## config.mk

```make
export PLATFORM = sky130hd
export DESIGN_NAME = manchester_codec
export DESIGN_NICKNAME = d
export VERILOG_FILES = /design/src/rtl/manchester_pkg.sv /design/src/rtl/manchester_rx.sv /design/src/rtl/manchester_codec.sv
export SDC_FILE = /design/constraint.sdc
export NUM_CORES = 1
export LEC_CHECK = 0
export BUFFER_PORTS_ARGS = -buffer_cell sky130_fd_sc_hd__buf_4
export CAP_MARGIN = 10
export CORE_UTILIZATION = 55
export CTS_BUF_LIST = sky130_fd_sc_hd__clkbuf_4 sky130_fd_sc_hd__clkbuf_8
export CTS_CLUSTER_SIZE = 8
export DETAILED_ROUTE_END_ITERATION = 10
export GPL_TIMING_DRIVEN = 0
export PLACE_DENSITY = 0.81
export SKIP_LAST_GASP = 1
export SYNTH_ARGS = -nofsm -noshare
export SYNTH_HDL_FRONTEND = slang
export SYNTH_SLANG_ARGS = --single-unit
```

## constraint.sdc

```tcl
create_clock -name aclk -period 2.25 [get_ports aclk]
set_input_delay 0.45 -clock aclk [delete_from_list [all_inputs] [get_ports aclk]]
set_output_delay 0.45 -clock aclk [all_outputs]
set_load 0.02 [all_outputs]
```

## src/rtl/manchester_pkg.sv

```systemverilog
// Shared constants, RX state type and the byte-to-half-bit encoder for the Manchester link.
package manchester_pkg;

   localparam logic [7:0]  SFD      = 8'hD5;
   localparam logic [7:0]  ESC      = 8'hE5;
   localparam logic [7:0]  REPLACE  = 8'hF5;
   localparam logic [15:0] SFD_CODE = 16'h5999;

   typedef enum logic {
      HUNT    = 1'b0,
      PAYLOAD = 1'b1
   } rx_state_t;

   // MSB-first half-bit sequence; code[15] goes on the line first. 1 -> 01, 0 -> 10.
   function automatic logic [15:0] manchester_encode(input logic [7:0] data);
      logic [15:0] code;
      code = '0;
      for (int i = 0; i < 8; i++) begin
         code[2*i +: 2] = data[i] ? 2'b01 : 2'b10;
      end
      return code;
   endfunction

endpackage

```

## src/rtl/manchester_rx.sv

```systemverilog
// Manchester receiver: SFD hunt, pair decode, unescape and a single-entry output register.
//
// state   | meaning
// --------+------------------------------------------------------------
// HUNT    | shift every sample into history, wait for the SFD code word
// PAYLOAD | decode one pair per two cycles, unescape, emit FRAME_SIZE bytes
module manchester_rx
   import manchester_pkg::*;
#(
   parameter int FRAME_SIZE = 4
) (
   input  logic       aclk,
   input  logic       areset,
   input  logic       manchester_in,
   output logic [7:0] m_axis_tdata,
   output logic       m_axis_tvalid,
   input  logic       m_axis_tready
);

   localparam int            CW        = (FRAME_SIZE > 1) ? $clog2(FRAME_SIZE) : 1;
   localparam logic [CW-1:0] LAST_BYTE = CW'(FRAME_SIZE - 1);

   rx_state_t     state;
   logic [15:0]   history;
   logic          first_half;
   logic          second_phase;
   logic [2:0]    bit_cnt;
   logic [6:0]    bits;
   logic          esc;
   logic [CW-1:0] byte_cnt;

   logic [15:0]   hist_nxt;
   logic          violation;
   logic [7:0]    raw;
   logic          byte_done;
   logic          emit;
   logic [7:0]    emit_data;

   always_comb begin
      hist_nxt  = {history[14:0], manchester_in};
      violation = (first_half == manchester_in);
      raw       = {bits, manchester_in};
      byte_done = (state == PAYLOAD) && second_phase && !violation && (bit_cnt == 3'd7);
      emit      = byte_done && (esc || ((raw != ESC) && (raw != SFD)));
      emit_data = (esc && (raw == REPLACE)) ? SFD : raw;
   end

   always_ff @(posedge aclk or posedge areset) begin
      if (areset) begin
         state         <= HUNT;
         history       <= '0;
         first_half    <= 1'b0;
         second_phase  <= 1'b0;
         bit_cnt       <= '0;
         bits          <= '0;
         esc           <= 1'b0;
         byte_cnt      <= '0;
         m_axis_tvalid <= 1'b0;
         m_axis_tdata  <= '0;
      end else begin
         history <= hist_nxt;

         if (m_axis_tvalid && m_axis_tready) begin
            m_axis_tvalid <= 1'b0;
         end

         case (state)
            HUNT: begin
               // The SFD match fixes pair alignment: the next sample is a first half.
               if (hist_nxt == SFD_CODE) begin
                  state        <= PAYLOAD;
                  second_phase <= 1'b0;
                  bit_cnt      <= '0;
                  esc          <= 1'b0;
                  byte_cnt     <= '0;
               end
            end
            PAYLOAD: begin
               if (!second_phase) begin
                  first_half   <= manchester_in;
                  second_phase <= 1'b1;
               end else begin
                  second_phase <= 1'b0;
                  if (violation) begin
                     state <= HUNT;
                  end else if (bit_cnt != 3'd7) begin
                     bits    <= {bits[5:0], manchester_in};
                     bit_cnt <= bit_cnt + 3'd1;
                  end else begin
                     bit_cnt <= '0;
                     if (esc) begin
                        esc <= 1'b0;
                     end else if (raw == ESC) begin
                        esc <= 1'b1;
                     end else if (raw == SFD) begin
                        byte_cnt <= '0;
                     end
                  end
               end
            end
            default: state <= HUNT;
         endcase

         // A byte that finds the output register still occupied is dropped but still counts.
         if (emit) begin
            if (!m_axis_tvalid || m_axis_tready) begin
               m_axis_tvalid <= 1'b1;
               m_axis_tdata  <= emit_data;
            end
            if (byte_cnt == LAST_BYTE) begin
               state <= HUNT;
            end else begin
               byte_cnt <= byte_cnt + CW'(1);
            end
         end
      end
   end

endmodule

```

## src/rtl/manchester_codec.sv

```systemverilog
// Byte-level Manchester link endpoint: TX hold register + 16 half-bit shifter, RX in manchester_rx.
module manchester_codec
   import manchester_pkg::*;
#(
   parameter int FRAME_SIZE = 4
) (
   input  logic       aclk,
   input  logic       areset,
   input  logic [7:0] s_axis_tdata,
   input  logic       s_axis_tvalid,
   output logic       s_axis_tready,
   output logic       serial_out,
   input  logic       manchester_in,
   output logic [7:0] m_axis_tdata,
   output logic       m_axis_tvalid,
   input  logic       m_axis_tready
);

   logic [7:0]  hold_data;
   logic        hold_full;
   logic [15:0] hold_code;
   logic [15:0] shift_q;
   logic [3:0]  half_cnt;
   logic        accept;
   logic        move;

   // half_cnt == 0 covers both an idle shifter and one showing its last half-bit.
   always_comb begin
      hold_code = manchester_encode(hold_data);
      accept    = s_axis_tvalid && s_axis_tready;
      move      = hold_full && (half_cnt == 4'd0);
   end

   always_ff @(posedge aclk or posedge areset) begin
      if (areset) begin
         s_axis_tready <= 1'b0;
         serial_out    <= 1'b0;
         hold_data     <= '0;
         hold_full     <= 1'b0;
         shift_q       <= '0;
         half_cnt      <= '0;
      end else begin
         // Stays low through the cycle the hold drains, so a lingering tvalid is not re-accepted.
         s_axis_tready <= !(accept || hold_full);

         if (accept) begin
            hold_data <= s_axis_tdata;
            hold_full <= 1'b1;
         end else if (move) begin
            hold_full <= 1'b0;
         end

         if (move) begin
            serial_out <= hold_code[15];
            shift_q    <= {hold_code[14:0], 1'b0};
            half_cnt   <= 4'd15;
         end else if (half_cnt != 4'd0) begin
            serial_out <= shift_q[15];
            shift_q    <= {shift_q[14:0], 1'b0};
            half_cnt   <= half_cnt - 4'd1;
         end else begin
            serial_out <= 1'b0;
         end
      end
   end

   manchester_rx #(
      .FRAME_SIZE(FRAME_SIZE)
   ) u_rx (
      .aclk          (aclk),
      .areset        (areset),
      .manchester_in (manchester_in),
      .m_axis_tdata  (m_axis_tdata),
      .m_axis_tvalid (m_axis_tvalid),
      .m_axis_tready (m_axis_tready)
   );

endmodule

```

After elaboration in Yosys (flattened, before gate mapping)
Index checks and enable logic that the tools add are counted.

Register bits: 71. Input bits: 13. Output and inout port bits: 11. Word-level logic and storage cells: 110.

$add $sub $neg: 3. Equal/unequal tests: 14. Muxes and demuxes: 50. Bitwise gates (word level): 3. Reduce and logical (&&, ||, !) cells: 24.

Operator list (count): 2-to-1 mux 2 bit (17); 2-to-1 mux 16 bit (2); == test 8 bit, second input constant (3); 2-to-1 mux 1 bit (19); == test 16 x 15 -> 1 bit, second input constant (1); inequality test 8 bit, second input constant (2); 2-to-1 mux 3 bit (4); logical AND 1 bit (9); 2-to-1 mux 4 bit (2); 2-to-1 mux 8 bit (1); AND reduction 4 bit (2); inequality test 2 bit, second input constant (3); one-hot mux 1 bit (2 select lines) (3); one-hot mux 3 bit (2 select lines) (1); logical NOT 4 bit (1); one-hot mux 2 bit (2 select lines) (1); AND reduction 2 bit (2); nonzero test 2 bit (2); nonzero test 4 bit (1); subtractor 4 x 1 -> 4 bit, second input constant (1); adder 3 x 1 -> 3 bit, second input constant (1); == test 3 bit, second input constant (1); logical NOT 1 bit (3); logical OR 1 bit (3); 7 further kinds (9).

Depth between registers and ports, before layout
Word-level depth: 10. Gate-level depth with buffers: 6. Mapped depth without buffers: 5.

By module
From an unflattened synthesis, not the netlist that was laid out.

Cell total of the unflattened synthesis: 231. Area, all modules: 2966.6 µm².

By module, submodules not included: manchester_rx (instances 1, cells an instance 111, area each 1570.3 µm², sequential area each 1001.0 µm²); manchester_codec (instances 1, cells an instance 120, area each 1396.3 µm², sequential area each 750.7 µm²).

Worst setup path after synthesis
Ideal clock, no wire load.

Kind: in2reg. From: input port manchester_in. To: register u_rx.m_axis_tdata[0]. Library setup time: 0.125 ns. Data arrival time: 1.672 ns. Data required time: 2.125 ns. Slack: 0.453 ns. Stages on the path: 4. Path buffers: 0. Cell sequence: xor2_1 -> nand4_2 -> nor3_4 -> mux2_2.

Longest elaborated chain between the ends: 6. Elaborated cells between the ends (all ways): 13. Classes of those cells: 4 x eq/ne; 1 x mux; 8 x reduce/logical.

RTL lines: start: declaration (RTL line manchester_codec.sv:13) `input logic manchester_in,`; branches (longest 6 deep; another with inequality test 8 bit); end signal: assignment (RTL line manchester_rx.sv:108) `m_axis_tdata <= emit_data;`; end: declaration (RTL line manchester_rx.sv:15) `output logic [7:0] m_axis_tdata,`.

Several ways; the timed one is not identified. A chain may end at the register's enable or synchronous reset.

Worst setup path in the final report
From: register u_rx.bit_cnt[0]. To: register u_rx.m_axis_tdata[6].

Longest elaborated chain between the ends: 4.

RTL lines: start: declaration (RTL line manchester_rx.sv:27) `logic [2:0] bit_cnt;`; start signal: assignment (RTL line manchester_rx.sv:88) `bit_cnt <= bit_cnt + 3'd1;`; == test 3 bit (RTL line manchester_rx.sv:43) `byte_done = (state == PAYLOAD) && second_phase && !violation && (bit_cnt == 3'd7);`; logical AND 1 bit (RTL line manchester_rx.sv:43); logical AND 1 bit (RTL line manchester_rx.sv:44) `emit = byte_done && (esc || ((raw != ESC) && (raw != SFD)));`; AND reduction 2 bit (no source line).

No other way between the ends.

==> metrics.cfg <==
[clock_network]
cts_tree = built
ctsResizeCount = 0
cts_num_sinks = 70
clock_path_buffers = 2
cts_setup_buffers = 0
cts_buffers = 9
htree_num_levels = 3
hold_buffers = 0
cts.clk_slew.worst_paths_ns = 0.08
cts_root_buf = clkbuf_8
clk_latency_ns = 0.34

[logic_synthesis]
yosysSeqAreaShare_pct = 61.11
synth.area.top_cells = dfrtp_1 (61%), mux2_2 (9.4%), mux2i_1 (5.6%)
synth_adder_area_share_pct = 1.746
ys_seq_elements = 70
synthDistinctLibCells = 43
synth_flop_cell = dfrtp_1
syn-mean-instance-area_um2 = 12.52
synth_top_family_by_area = multiplexers
yosysWarnings = 0
synth_compound_area_share_pct = 7.420
synth_top_area_share_pct = 61.11
synthXorXnorAreaFrac_pct = 0.6111
async_flop_share_pct = 100.0
yosys.area_share.simple_pct = 11.74
yosysTopAreaCell = dfrtp_1
synthMuxAreaShare_pct = 15.02
syn_nets = 246
synth-edff-count = 0
synthCells = 229
synth_area_mm2 = 0.002866

[cells_and_area]
area_delta_synth_final_pct = 16.85
final_cell_mix = dfrtp_1 (70), nand2_1 (25), mux2_2 (24), buf_4 (23), o21ai_0 (20)
diodes = 0
fillCellCount = 377
layout_commonest_cell = dfrtp_1
nets = 280
drive_above_1_share_pct = 25.75
final_area_mm2 = 0.003349
postLayoutCoreUtil_pct = 68.64

[worst_setup_path]
startpoint = u_rx.bit_cnt[0]$_DFFE_PP0P_
startpoint_type = flop
critical_path_class = reg2reg
end_kind = flop
cp_max_fo = 9
crit_required_ns = 2.47
critPathArrivalTime_ns = 2.23
regToRegStartpoint = u_rx.bit_cnt[0]$_DFFE_PP0P_

[floorplan]
core_mm2 = 0.004880
die_y_um = 74.19
ios = 24
num_rows = 25
die_area_mm2 = 0.005504
die_w_um = 74.19
start_util_pct = 58.74

[global_routing]
grt_max_degree = 71
antenna_found_initial = 0
grt_pass1_vias = 1869
grt_overflow = 0
grt_pass1_wl_mm = 8.514
grt_usage_pct = 21.33

[pwr]
pwr-share-comb_pct = 26.6
power.leakage_nw = 1.634
p_per_area_mw_per_mm2 = 1217
power_switching_mw = 1.263
internal_power_mw = 2.815
p_seq_share_pct = 46.7
clockPowerShare_pct = 26.7
ir_worst_vdd_v = 0.0006048
swShare_pct = 30.97
p_total_mw = 4.077

[routing]
ant_nets = 0
drt_first_pass_iters = 4
drc = 0
post_drt_wl_per_cell_um = 14.88
vias = 1836
vias_per_cell = 5.481
first_iter_violations = 111
wirelength_mm = 4.986

[timing]
rsz0062_at_grt = false
fmax_mhz = 497.4
finalClockSkew_ns = 0.01296
hold_ws_ns = 0.2860
min_period_ns = 2.010
hold_viol_final = 0
drv_slew = 0
period_share_pct = 89.35
slew_headroom_pct = 44.09
setup_viol = 0
fin_tns_setup_ns = 0
tightest_slew_ns = 0.8386

[run_status]
outcome = completed

[flow_run]
drv_cap = 0

[placed_design]
dpl.hpwl_mm = 3.261
io_buffers = 23
placed_area_mm2 = 0.003126
place_congestion = 0.7645

[min_path]
hold_class = in2async

==> power by group through the flow <==
stage                     sequential, mW  clock, mW  combinational [mW]
after CTS                           1.91       1.11                1.10
after detailed placement            1.93          0                1.09
final                               1.90       1.09                1.08
after floorplan                     1.90          0               0.787
after global placement              1.90          0                1.03
after global routing                1.96       1.17                1.21
==> logic make-up after synthesis <==
| kind of cell | Yosys count |
|---|---|
| buffers and inverters | 18 |
| XOR/XNOR | 2 |
| adder cells (fa/ha/maj) | 4 |
| multiplexers | 40 |
| AND/OR/NAND/NOR | 60 |
| AO/OA/AOI/OAI | 35 |
| flip-flops | 70 |
==> synthesized netlist by cell type, types with 3 or more instances <==
cell type  number
inv_1          11
nor2_1          7
clkbuf_1        6
nand2_1        25
ha_1            4
nand2b_1        3
dfrtp_1        70
nor3_1          3
o21ai_0        20
mux2i_1        16
nand3_1         4
mux2_2         24
==> state kept, by name, indices dropped and copies added (netlist names), 2 cells and up <==
signal,cells
u_rx.byte_cnt,2
u_rx.m_axis_tdata,8
u_rx.history,15
u_rx.bits,7
hold_data,8
half_cnt,4
shift_q,15
u_rx.bit_cnt,3
==> critical path, stage by stage (launching register included) <==
cell and delay, ns:
dfrtp_1 0.39, ha_1 0.17, ha_1 0.20, nand4_2 0.26, nor3_4 0.48, mux2_2 0.39
==> worst paths after layout <==
| check | endpoint | slack (ns) | depth (start not counted) |
|---|---|---|---|
| worst max register to register | u_rx.m_axis_tdata[6]$_DFFE_PP0P_ | 0.24 | 5 |
| worst max-delay path | u_rx.m_axis_tdata[6]$_DFFE_PP0P_ | 0.24 | 5 |
| worst min-delay path | hold_data[2]$_DFFE_PP0P_ | 0.29 | 2 |
| min in group aclk | u_rx.history[0]$_DFF_PP0_ | 0.29 | 1 |
| worst min register to register | u_rx.history[5]$_DFF_PP0_ | 0.37 | 0 |
| max in group asynchronous | u_rx.bits[3]$_DFFE_PP0P_ | 1.42 | 2 |
==> through the flow <==
stage               instances  setup WS, ns
finish                    335        0.2396
floorplan                 229       0.03179
global route              335       0.08681
global placement          319       -0.7315
detailed placement        319       0.04883
CTS                       335        0.2092
==> per-layer routing <==
| layer | GRT usage, % | share of wire, % |
|---|---|---|
| met5 | 0 | 0 |
| met4 | 12.18 | 2.9 |
| met3 | 4.472 | 3.4 |
| met2 | 34.14 | 48 |
| met1 | 27.12 | 46 |
==> layout make-up <==
type	count	area (µm²)	share of cell area (%)
Sequential cell	70	1752	52.30
Multi-Input combinational cell	141	1047	31.27
Clock buffer	14	186.4	5.566
Timing Repair Buffer	23	172.7	5.155
Tap cell	67	83.83	2.503
Inverter	11	43.79	1.307
Clock inverter	2	37.54	1.121
Buffer	7	26.28	0.7845
No activity file was read; power rests on OpenSTA's default activity.
